**config.mk**
```make
export PLATFORM = sky130hd
export DESIGN_NAME = jk_reg_bank_flat
export DESIGN_NICKNAME = d
export VERILOG_FILES = /design/src/rtl/jk_reg_bank_pkg.sv /design/src/rtl/jk_reg_bank_if.sv /design/src/rtl/jk_cell.sv /design/src/rtl/jk_reg_bank.sv /design/src/flat_wrapper.sv
export SDC_FILE = /design/constraint.sdc
export NUM_CORES = 1
export LEC_CHECK = 0
export ABC_AREA = 1
export CORE_MARGIN = 5
export CORE_UTILIZATION = 45
export CTS_BUF_LIST = sky130_fd_sc_hd__clkbuf_16
export DETAILED_ROUTE_END_ITERATION = 10
export PLACE_DENSITY = 0.82
export SYNTH_ARGS = -nofsm -noshare
export SYNTH_HDL_FRONTEND = slang
export SYNTH_SLANG_ARGS = --single-unit
```
**constraint.sdc**
```tcl
create_clock -name clk -period 2.55 [get_ports clk]
set_input_delay 0.51 -clock clk [delete_from_list [all_inputs] [get_ports clk]]
set_output_delay 0.51 -clock clk [all_outputs]
set_load 0.005 [all_outputs]
```
**src/rtl/jk_reg_bank_pkg.sv**
```systemverilog
// -----------------------------------------------------------------------------
// jk_reg_bank_pkg
//   Shared definitions for the JK register bank family.
//   The mode encodings are common to this block, to the future counter and
//   shifter blocks built on it, and to the testbench.
// -----------------------------------------------------------------------------
package jk_reg_bank_pkg;

  localparam int MODE_W = 3;

  typedef logic [MODE_W-1:0] mode_t;

  // Operation select. Encodings 6 and 7 are reserved and behave as HOLD.
  localparam mode_t MODE_HOLD = 3'd0;
  localparam mode_t MODE_JK   = 3'd1;
  localparam mode_t MODE_LOAD = 3'd2;
  localparam mode_t MODE_UP   = 3'd3;
  localparam mode_t MODE_DOWN = 3'd4;
  localparam mode_t MODE_SHL  = 3'd5;

endpackage : jk_reg_bank_pkg

```
**src/rtl/jk_reg_bank_if.sv**
```systemverilog
// -----------------------------------------------------------------------------
// jk_reg_bank_if
//   Control/data bundle of the JK register bank.
//   master : drives en, mode, j, k, d, sin; observes q, q_n, tc
//   slave  : the register bank itself (inverse directions)
//   Signals:
//     en    clock enable, 0 = hold
//     mode  operation select (MODE_* in jk_reg_bank_pkg)
//     j, k  per-bit JK inputs, used in MODE_JK only
//     d     parallel load data, used in MODE_LOAD only
//     sin   serial input into bit 0, used in MODE_SHL only
//     q     register state
//     q_n   ~q
//     tc    terminal count for UP/DOWN
// -----------------------------------------------------------------------------
interface jk_reg_bank_if #(
  parameter int WIDTH = 8
);
  import jk_reg_bank_pkg::*;

  logic             en;
  mode_t            mode;
  logic [WIDTH-1:0] j;
  logic [WIDTH-1:0] k;
  logic [WIDTH-1:0] d;
  logic             sin;
  logic [WIDTH-1:0] q;
  logic [WIDTH-1:0] q_n;
  logic             tc;

  modport master (
    output en, mode, j, k, d, sin,
    input  q, q_n, tc
  );

  modport slave (
    input  en, mode, j, k, d, sin,
    output q, q_n, tc
  );

endinterface : jk_reg_bank_if

```
**src/rtl/jk_cell.sv**
```systemverilog
// -----------------------------------------------------------------------------
// jk_cell
//   Single JK flip-flop with synchronous active-high reset and clock enable.
//   Ports:
//     clk     rising-edge clock
//     reset   synchronous active-high reset, loads init_i
//     en_i    clock enable, 0 = hold
//     j_i     J input
//     k_i     K input
//     init_i  reset value
//     q_o     flop state
//   JK truth table (j,k): 00 hold, 01 clear, 10 set, 11 toggle.
// -----------------------------------------------------------------------------
module jk_cell (
  input  logic clk,
  input  logic reset,
  input  logic en_i,
  input  logic j_i,
  input  logic k_i,
  input  logic init_i,
  output logic q_o
);

  logic q_q;
  logic q_d;

  // Characteristic equation of the JK flop; the only next-state path.
  assign q_d = (j_i & ~q_q) | (~k_i & q_q);

  // NOTE: sequential state uses non-blocking assignments so every cell in the
  // bank samples the pre-edge value of its neighbours (needed for SHL/UP/DOWN).
  always_ff @(posedge clk) begin
    if (reset) begin
      q_q <= init_i;
    end else if (en_i) begin
      q_q <= q_d;
    end
  end

  assign q_o = q_q;

endmodule : jk_cell

```
**src/rtl/jk_reg_bank.sv**
```systemverilog
// -----------------------------------------------------------------------------
// jk_reg_bank
//   WIDTH-bit register built from WIDTH jk_cell instances. Every operation is
//   realised by steering the per-cell J/K inputs; there is no direct D path.
//   Ports:
//     clk     rising-edge clock
//     reset   synchronous active-high reset, q <= RESET_VAL (beats en/mode)
//     bus     jk_reg_bank_if.slave : en, mode, j, k, d, sin in; q, q_n, tc out
//   Modes (jk_reg_bank_pkg):
//     HOLD  q unchanged          JK    per-bit JK update
//     LOAD  q <= d               UP    q <= q + 1 (wraps)
//     DOWN  q <= q - 1 (wraps)   SHL   q <= {q[WIDTH-2:0], sin}
//     6, 7  reserved, hold
//   tc is high while enabled, out of reset, and the next UP/DOWN edge wraps.
// -----------------------------------------------------------------------------
module jk_reg_bank
  import jk_reg_bank_pkg::*;
#(
  parameter int               WIDTH     = 8,
  parameter logic [WIDTH-1:0] RESET_VAL = '0
) (
  input  logic          clk,
  input  logic          reset,
  jk_reg_bank_if.slave  bus
);

  // Current state gathered from the cells.
  logic [WIDTH-1:0] q_bits;

  // Per-cell drive.
  logic [WIDTH-1:0] cell_j;
  logic [WIDTH-1:0] cell_k;

  // Toggle masks for counting: bit i toggles when all lower bits are 1 (UP)
  // or all lower bits are 0 (DOWN). Bit 0 toggles unconditionally.
  logic [WIDTH-1:0] up_t;
  logic [WIDTH-1:0] dn_t;

  // Target value for the left shift; driven as J=b, K=~b to force it.
  logic [WIDTH-1:0] shl_v;

  assign up_t[0] = 1'b1;
  assign dn_t[0] = 1'b1;

  for (genvar i = 1; i < WIDTH; i++) begin : g_toggle
    assign up_t[i] =  (&q_bits[i-1:0]);
    assign dn_t[i] = ~(|q_bits[i-1:0]);
  end

  assign shl_v = {q_bits[WIDTH-2:0], bus.sin};

  // Mode decode. Toggle is J=K=1, forcing a value is J=v, K=~v, hold is J=K=0.
  // NOTE: both outputs get a default before the case, so no mode (including
  // the reserved encodings) can leave them unassigned and infer a latch.
  always_comb begin
    cell_j = '0;
    cell_k = '0;
    unique case (bus.mode)
      MODE_JK: begin
        cell_j = bus.j;
        cell_k = bus.k;
      end
      MODE_LOAD: begin
        cell_j =  bus.d;
        cell_k = ~bus.d;
      end
      MODE_UP: begin
        cell_j = up_t;
        cell_k = up_t;
      end
      MODE_DOWN: begin
        cell_j = dn_t;
        cell_k = dn_t;
      end
      MODE_SHL: begin
        cell_j =  shl_v;
        cell_k = ~shl_v;
      end
      default: begin
        // MODE_HOLD and reserved encodings keep J=K=0.
      end
    endcase
  end

  for (genvar i = 0; i < WIDTH; i++) begin : g_cell
    jk_cell u_cell (
      .clk    (clk),
      .reset  (reset),
      .en_i   (bus.en),
      .j_i    (cell_j[i]),
      .k_i    (cell_k[i]),
      .init_i (RESET_VAL[i]),
      .q_o    (q_bits[i])
    );
  end

  assign bus.q   = q_bits;
  assign bus.q_n = ~q_bits;

  // Terminal count flags the wrap about to happen on the next enabled edge;
  // it is masked while reset is asserted because that edge reloads instead.
  assign bus.tc = ~reset & bus.en &
                  (((bus.mode == MODE_UP)   &  (&q_bits)) |
                   ((bus.mode == MODE_DOWN) & ~(|q_bits)));

endmodule : jk_reg_bank

```
**src/flat_wrapper.sv**
```systemverilog
// flat-port wrapper written by rule: the top's interface ports become plain ports
module jk_reg_bank_flat import jk_reg_bank_pkg::*;
#(
  parameter int               WIDTH     = 8,
  parameter logic [WIDTH-1:0] RESET_VAL = '0
)
  (clk, reset, bus_en, bus_mode, bus_j, bus_k, bus_d, bus_sin, bus_q, bus_q_n, bus_tc);
  jk_reg_bank_if #(.WIDTH(WIDTH)) bus_i ();
  input  logic clk;
  input  logic reset;
  input wire logic [$bits(bus_i.en)-1:0] bus_en;
  input wire logic [$bits(bus_i.mode)-1:0] bus_mode;
  input wire logic [$bits(bus_i.j)-1:0] bus_j;
  input wire logic [$bits(bus_i.k)-1:0] bus_k;
  input wire logic [$bits(bus_i.d)-1:0] bus_d;
  input wire logic [$bits(bus_i.sin)-1:0] bus_sin;
  output wire logic [$bits(bus_i.q)-1:0] bus_q;
  output wire logic [$bits(bus_i.q_n)-1:0] bus_q_n;
  output wire logic [$bits(bus_i.tc)-1:0] bus_tc;
  assign bus_i.en = bus_en;
  assign bus_i.mode = bus_mode;
  assign bus_i.j = bus_j;
  assign bus_i.k = bus_k;
  assign bus_i.d = bus_d;
  assign bus_i.sin = bus_sin;
  assign bus_q = bus_i.q;
  assign bus_q_n = bus_i.q_n;
  assign bus_tc = bus_i.tc;
  jk_reg_bank #(.WIDTH(WIDTH), .RESET_VAL(RESET_VAL)) u_core (.clk(clk), .reset(reset), .bus(bus_i));
endmodule
```
==> flow_metrics.tcl, run 1 <==
set metrics [dict create \
    status "finished clean" \
    dp_cells 299 \
    max-clock-path-buffers 2 \
    vias 1526 \
    port_buffers 47 \
    gp_congestion 0.925 \
    fin_util 0.757 \
    drc 0 \
    grt_pass1_vias 1440 \
    clk_latency_ns 0.23 \
    via_per_inst 5.05 \
    whs_ns 0.520 \
    cts_tree "built" \
    hold_violations 0 \
    mostFrequentLayoutCells "75 x nand2_1, 46 x nor2_1, 45 x clkdlybuf4s50_1, 23 x inv_1, 18 x buf_4" \
    slowest_delay_ns 0.52 \
    die_y_um 59.2 \
    power_density_nw_per_um2 362 \
    drtIter0Drc 80 \
    clk_pin_slew_ns 0.04 \
    fin_cells 302 \
    cp_slowest_cell "clkdlybuf4s50_1" \
    finalWorstSetupSlack_ns 0.135 \
    tightestPinTransition_ns 0.291 \
    die-area_um2 3500 \
    critPathLaunchType "input pin" \
    die_w_um 59.2 \
    timing.fmax_mhz 414 \
    num-fill-cells 204 \
    max_cap_viol_count 0 \
    hold_buffers 0 \
    synth_cell_types 19 \
    syn_inst 219 \
    p_leak_nw 0.820 \
    place_area_um2 1630 \
    pin_count 48 \
    hold_class "register to register" \
    syn-num-nets 250 \
    gr-total-overflow 0 \
    drt-total-wl_um 3660 \
    layout_min_cycle_time_ns 2.41 \
    htree_num_levels 1 \
    avgSynthCellArea_um2 4.97 \
    wl_per_cell_um 12.1 \
    initial_core_util 0.483 \
    largest_register_ffs 8 \
    diodes 0 \
    drtPass1Iterations 4 \
    cts-root-buf "clkbuf_16" \
    skew_ns 0.000850 \
    grt_max_degree 11 \
    finalPower_mw 0.619 \
    ys_warn_count 0 \
    dpl_worst_slack_ns -0.182 \
    period_share 0.947 \
    rows 17 \
    core_um2 2250 \
    place_hpwl_um 2850 \
    yosysSeqAreaShare 0.147 \
    setup-violations-final 0 \
    postRouteAntennaNets 0 \
    area_growth_pct 56.9 \
    end_kind "output pin" \
    arrival_ns 1.90 \
    slew_headroom 0.806 \
    crit_fanout 3 \
    crit_path_cell_trace "clkdlybuf4s50_1 > nand2_1 > nor2_2 > nand2_1 > nor2_2 > nand3_1 > a21oi_1 > dlygate4sd2_1" \
    drive_gt1_frac 0.113 \
    nNetsFinal 307 \
    grt_pass1_wl_um 6040 \
    clkSinkCount 8 \
    ir_drop_uv 454 \
    tns_ns 0 \
    slew_viol_final 0 \
    final_common_cell "nand2_1" \
    stdcell_area_um2 1710 \
    antenna_found_initial 0 \
    rsz0062_at_grt "no" \
    worstPathRequired_ns 2.04 \
    grt_usage 0.221 \
    cts_made_buffers 3 \
    path_class "input pin to output pin" \
    ys_ff_latch 8 \
    synthesis.area_um2 1090 \
]
## cell usage after synthesis
cell | count | area share
nand3_1 | 17 | 0.078
buf_4 | 10 | 0.069
a31oi_1 | 1 | 0.0058
buf_2 | 2 | 0.0092
o21ai_0 | 3 | 0.014
inv_2 | 3 | 0.010
nor2_2 | 4 | 0.023
nand4_1 | 5 | 0.029
nor2_4 | 1 | 0.010
o22ai_1 | 1 | 0.0058
nand2_2 | 1 | 0.0058
nand3b_1 | 2 | 0.014
nand2_1 | 75 | 0.26
inv_1 | 23 | 0.079
o21ai_1 | 7 | 0.032
buf_6 | 1 | 0.010
a21oi_1 | 8 | 0.037
dfxtp_1 | 8 | 0.15
nor2_1 | 47 | 0.16
## where the power goes
group | total (mW) | switching [mW] | internal (mW)
combinational | 0.208 | 0.0988 | 0.109
clock | 0.271 | 0.0684 | 0.203
sequential | 0.140 | 0.00758 | 0.132
## path summary, 6_finish.rpt
| kind | from | to | slack (ns) | depth (start not counted) |
|---|---|---|---|---|
| hold / removal | u_core.g_cell[7].u_cell.q_o$_SDFFE_PP0P_ | u_core.g_cell[7].u_cell.q_o$_SDFFE_PP0P_ | 0.52 | 2 |
| setup reg to reg | u_core.g_cell[2].u_cell.q_o$_SDFFE_PP0P_ | u_core.g_cell[3].u_cell.q_o$_SDFFE_PP0P_ | 1.05 | 9 |
| hold reg to reg | u_core.g_cell[7].u_cell.q_o$_SDFFE_PP0P_ | u_core.g_cell[7].u_cell.q_o$_SDFFE_PP0P_ | 0.52 | 2 |
| setup / recovery | bus_mode[2] | bus_tc | 0.14 | 8 |
## logic make-up after synthesis
kind of cell	count (synthesis)	share of synthesized area
buf+inv	39	0.178
compound gates	20	0.0943
flops	8	0.147
simple gates	152	0.580
## critical path: cells and delay by family
family / cells / cell delay [ns]
buffers and inverters: 2 / 0.77
AND/OR/NAND/NOR: 5 / 0.50
AO/OA/AOI/OAI: 1 / 0.14
## area by class of cell
| class | instances | area, µm² | area share |
|---|---|---|---|
| multi-input cells | 172 | 737 | 0.432 |
| clock buffers | 3 | 75.1 | 0.0440 |
| well taps | 28 | 35.0 | 0.0205 |
| repair buffers | 65 | 603 | 0.353 |
| flip-flops and latches | 8 | 160 | 0.0938 |
| inverters | 26 | 97.6 | 0.0571 |
## timing repair
item / CTS / global route
gates resized for setup: 3 / 0
endpoints found under the setup margin: 1 / 0
setup buffers: 0 / 0
## layer usage
| layer | GRT usage | up-vias | share of wire |
|---|---|---|---|
| met5 | 0 | - | 0 |
| met4 | 0.0421 | 0 | 0.012 |
| met3 | 0.0523 | 8 | 0.10 |
| met2 | 0.393 | 86 | 0.46 |
| met1 | 0.268 | 642 | 0.42 |
| li1 | - | 790 | - |
No activity file was read; power rests on OpenSTA's default activity.
==> inputs of run 2 (changes only) <==
PLACE_DENSITY = 0.81   (was 0.82)
SETUP_SLACK_MARGIN = 0.1   (was not set)
SYNTH_HIERARCHICAL = 1   (was not set)
==> flow_metrics.tcl, run 2 <==
set metrics [dict create \
    yosys-top-cells-count "88 x nand2_1, 44 x inv_1, 37 x nor2_1, 21 x nand3_1" \
    critPathLaunchType "input pin" \
    ir_drop_uv 528 \
    synth.area.top_cells "nand2_1 29%, edfxtp_1 21%, inv_1 14%" \
    fin_cells 322 \
    crit_fanout 3 \
    timing.fmax_mhz 434 \
    hold_class "register to register" \
    synthesis.area_um2 1150 \
    end_kind "output pin" \
    synth_most_common_cell "nand2_1" \
    die-area_um2 3670 \
    p_leak_nw 1.01 \
    vias 1486 \
    stdcell_area_um2 1820 \
    power_density_nw_per_um2 404 \
    fin_util 0.741 \
    skew_ns 0.00101 \
    yosysTopAreaCellShare 0.287 \
    dpl_worst_slack_ns -0.0482 \
    drc 0 \
    port_buffers 47 \
    avgSynthCellArea_um2 5.05 \
    synthArstFlopShare 0 \
    hold_violations 0 \
    drive_gt1_frac 0.0582 \
    max_cap_viol_count 0 \
    status "finished clean" \
    pin_count 48 \
    layout_min_cycle_time_ns 2.30 \
    drtIter0Drc 70 \
    gp_congestion 0.876 \
    arrival_ns 1.79 \
    via_per_inst 4.61 \
    rr_startpoint "u_core/g_cell[1].u_cell/q_o$_DFFE_PP_" \
    wl_per_cell_um 11.2 \
    crit_path_cell_trace "clkdlybuf4s50_1 > nand2_1 > nor2_2 > nand3_1 > nand2_1 > nand2_1 > nor2_1 > dlygate4sd2_1" \
    gr-total-overflow 0 \
    slew_viol_final 0 \
    core_um2 2450 \
    postRouteAntennaNets 0 \
    path_class "input pin to output pin" \
    crit_top_cell "nand2_1" \
    multi_input_area_um2 742 \
    drtPass1Iterations 4 \
    hp-start "u_core/g_cell[3].u_cell/q_o$_DFFE_PP_" \
    clk_latency_ns 0.23 \
    initial_core_util 0.469 \
    yosysTopAreaCell "nand2_1" \
    yosysSeqAreaShare 0.209 \
    ff_latch_area_um2 240 \
    ys.flop_type "edfxtp_1" \
    diodes 0 \
    worstPathRequired_ns 2.04 \
    grt_max_degree 25 \
    grt_pass1_vias 1405 \
    tns_ns 0 \
    ys_ff_latch 8 \
    finalWorstSetupSlack_ns 0.247 \
    htree_num_levels 1 \
    cp_slowest_cell "clkdlybuf4s50_1" \
    mostFrequentLayoutCells "88 x nand2_1, 45 x clkdlybuf4s50_1, 44 x inv_1, 36 x nor2_1, 21 x nand3_1" \
    grt_usage 0.211 \
    clk_pin_slew_ns 0.04 \
    rows 18 \
    synth_cell_types 18 \
    setup-violations-final 0 \
    rsz0062_at_grt "no" \
    antenna_found_initial 0 \
    final_common_cell "nand2_1" \
    cts_tree "built" \
    max-clock-path-buffers 2 \
    slowest_delay_ns 0.50 \
    die_y_um 60.6 \
    cp-startpoint "bus_mode[0]" \
    post_cts_buffers 0 \
    place_hpwl_um 2770 \
    die_w_um 60.6 \
    num-fill-cells 240 \
    synth-edff-count 8 \
    cts-root-buf "clkbuf_16" \
    grt_pass1_wl_um 5910 \
    nNetsFinal 325 \
    place_area_um2 1740 \
    largest_register_ffs 8 \
    drt-total-wl_um 3600 \
    area_growth_pct 57.9 \
    dp_cells 319 \
    period_share 0.903 \
    cts_made_buffers 3 \
    syn_inst 228 \
    clkSinkCount 8 \
    hold_buffers 0 \
    ys_warn_count 6 \
]
-- run 2: kinds of logic (layout without fill, tap and decap cells) --
kind of cell,Yosys count,after routing,synth area share
flops,8,8,0.209
compound gates,11,11,0.0522
simple gates,158,158,0.564
buf+inv,50,107,0.172
other cells,1,8,0.00326
-- run 2: final cells by class --
type,count,area share
repair buffers,57,0.301
well taps,30,0.0206
inverters,47,0.0970
multi-input cells,177,0.408
clock buffers,3,0.0413
flip-flops and latches,8,0.132
-- run 2: path summary, 6_finish.rpt --
| kind | to | slack, ns | cells past startpoint |
|---|---|---|---|
| worst min-delay path | u_core/g_cell[3].u_cell/q_o$_DFFE_PP_ | 0.78 | 4 |
| worst max-delay path | bus_tc | 0.25 | 8 |
| worst min register to register | u_core/g_cell[3].u_cell/q_o$_DFFE_PP_ | 0.78 | 4 |
| worst max register to register | u_core/g_cell[5].u_cell/q_o$_DFFE_PP_ | 0.87 | 9 |
-- run 2: what timing repair did --
action / 4_1_cts / 5_1_grt
pin swaps: 0 / 0
cloned: 0 / 0
endpoints found under the setup margin: 1 / 1
resized for setup: 2 / 1
-- run 2: critical path: cells and delay by family --
family	cells	cell delay, ns
buffers and inverters	2	0.75
AND/OR/NAND/NOR	6	0.54
-- run 2: per-layer routing --
metal	vias up	global-route usage	part of all wire
met5	-	0	0
met4	0	0.0929	0.021
met3	9	0.0170	0.046
met2	35	0.356	0.48
met1	640	0.276	0.45
li1	802	-	-
-- run 2: stage by stage --
step           hold WS [ns]  power, mW
2_1_floorplan         0.675      0.318
3_5_place_dp          0.763      0.474
3_3_place_gp          0.765      0.471
5_1_grt               0.862      0.785
6_report              0.782      0.735
4_1_cts               0.783      0.739
-- run 2: power by group --
part           internal [mW]  switching (mW)
sequential             0.168          0.0301
combinational          0.151           0.125
clock                  0.202          0.0584
total                  0.521           0.214
==> inputs of run 3 (changes only) <==
==> constraint.sdc (replaced) <==
create_clock -name clk -period 2.55 [get_ports clk]
set_input_delay 0.51 -clock clk [delete_from_list [all_inputs] [get_ports clk]]
set_output_delay 0.51 -clock clk [all_outputs]
set_load 0.02 [all_outputs]
==> flow_metrics.tcl, run 3 (synthesized netlist as in run 2, its figures left out) <==
set metrics [dict create \
    status "finished clean" \
    hold_buffers 0 \
    pwr-share-comb 0.407 \
    antenna_found_initial 0 \
    critPathLaunchType "input pin" \
    drtIter0Drc 48 \
    area_growth_pct 57.8 \
    grt_pass1_vias 1271 \
    core_um2 2450 \
    grt_pass1_wl_um 5590 \
    port_buffers 47 \
    largest_register_ffs 8 \
    cts_made_buffers 3 \
    switchingPower_mw 0.249 \
    skew_ns 0.00311 \
    drive_gt1_frac 0.0614 \
    grt_max_degree 25 \
    period_share 0.896 \
    mostFrequentLayoutCells "88 x nand2_1, 46 x clkdlybuf4s50_1, 44 x inv_1, 37 x nor2_1, 21 x nand3_1" \
    whs_ns 0.781 \
    p_leak_nw 0.998 \
    setup-violations-final 0 \
    diodes 0 \
    crit_fanout 3 \
    vias 1469 \
    worstPathRequired_ns 2.04 \
    finalPower_mw 0.772 \
    nNetsFinal 326 \
    cts-root-buf "clkbuf_16" \
    p_clk_frac 0.337 \
    path_class "input pin to output pin" \
    max_cap_viol_count 0 \
    die_y_um 60.6 \
    pin_count 48 \
    ir_drop_uv 540 \
    hold_violations 0 \
    power.internal_mw 0.523 \
    hold_class "register to register" \
    max-clock-path-buffers 2 \
    clkSinkCount 8 \
    clk_pin_slew_ns 0.03 \
    initial_core_util 0.469 \
    p_sw_frac 0.322 \
    clk_latency_ns 0.23 \
    drc 0 \
    slowest_delay_ns 0.52 \
    timing.fmax_mhz 438 \
    end_kind "output pin" \
    slew_viol_final 0 \
    via_per_inst 4.55 \
    arrival_ns 1.77 \
    drtPass1Iterations 4 \
    gp_congestion 0.891 \
    final_common_cell "nand2_1" \
    drt-total-wl_um 3490 \
    cts_tree "built" \
    tns_ns 0 \
    dpl_worst_slack_ns -0.154 \
    die_w_um 60.6 \
    wl_per_cell_um 10.8 \
    finalWorstSetupSlack_ns 0.266 \
    pwr-share-seq 0.255 \
    cp_slowest_cell "clkdlybuf4s50_1" \
    crit_path_cell_trace "clkdlybuf4s50_1 > nand2_1 > nor2_1 > nand3_1 > nand2_1 > nand2_1 > nor2_1 > clkbuf_2" \
    layout_min_cycle_time_ns 2.28 \
    postRouteAntennaNets 0 \
    gr-total-overflow 0 \
    rsz0062_at_grt "no" \
    place_hpwl_um 2670 \
    htree_num_levels 1 \
    die-area_um2 3670 \
    crit_top_cell "nand2_1" \
    power_density_nw_per_um2 425 \
    rows 18 \
    grt_usage 0.200 \
]
-- run 3: changes by cell type in the layout (fill, tap and decap cells not counted) --
| cell | change |
|---|---|
| dlygate4sd2_1 | -1 |
| buf_4 | +1 |
| nor2_1 | +1 |
| clkdlybuf4s50_1 | +1 |
| dlymetal6s2s_1 | -1 |
| nor2_2 | -1 |
| clkbuf_2 | +1 |
-- run 3: critical path: cells and delay by family --
family | cells | cell delay [ns]
buffers and inverters | 2 | 0.70
and+or+nand+nor | 6 | 0.57
-- run 3: power groups by stage --
stage          logic [mW]  registers, mW  clock network (mW)
3_3_place_gp        0.310          0.199                   0
4_1_cts             0.314          0.197               0.264
6_report            0.314          0.197               0.260
3_5_place_dp        0.312          0.199                   0
2_1_floorplan       0.145          0.210                   0
5_1_grt             0.345          0.203               0.272
-- run 3: path summary, 6_finish.rpt --
check | startpoint | to | slack [ns] | cells past startpoint
worst max-delay path | bus_mode[1] | bus_tc | 0.27 | 8
worst max register to register | u_core/g_cell[0].u_cell/q_o$_DFFE_PP_ | u_core/g_cell[7].u_cell/q_o$_DFFE_PP_ | 0.91 | 11
worst min register to register | u_core/g_cell[3].u_cell/q_o$_DFFE_PP_ | u_core/g_cell[3].u_cell/q_o$_DFFE_PP_ | 0.78 | 4
worst min-delay path | u_core/g_cell[3].u_cell/q_o$_DFFE_PP_ | u_core/g_cell[3].u_cell/q_o$_DFFE_PP_ | 0.78 | 4
-- run 3: layout make-up --
class	count	area [µm²]
repair buffers	58	548
multi-input cells	177	739
inverters	47	176
fillers	228	638
flip-flops and latches	8	240
well taps	30	37.5
clock buffers	3	75.1
-- run 3: stage by stage --
step | cells | instance area (µm²) | util
2_1_floorplan | 235 | 1180 | -
3_3_place_gp | 320 | 1750 | 0.712
3_5_place_dp | 320 | 1750 | 0.712
4_1_cts | 323 | 1820 | 0.742
5_1_grt | 323 | 1820 | 0.740
6_report | 323 | 1820 | 0.740
-- run 3: timing repair --
item                       4_1_cts  5_1_grt
resized for setup                1        2
setup endpoints to repair        1        1
setup buffers                    0        0
-- run 3: metal layers --
| metal | wire [µm] | GRT usage |
|---|---|---|
| met2 | 1530 | 0.299 |
| met3 | 174 | 0.0191 |
| met5 | 0 | 0 |
| met1 | 1700 | 0.293 |
| met4 | 86 | 0.0805 |
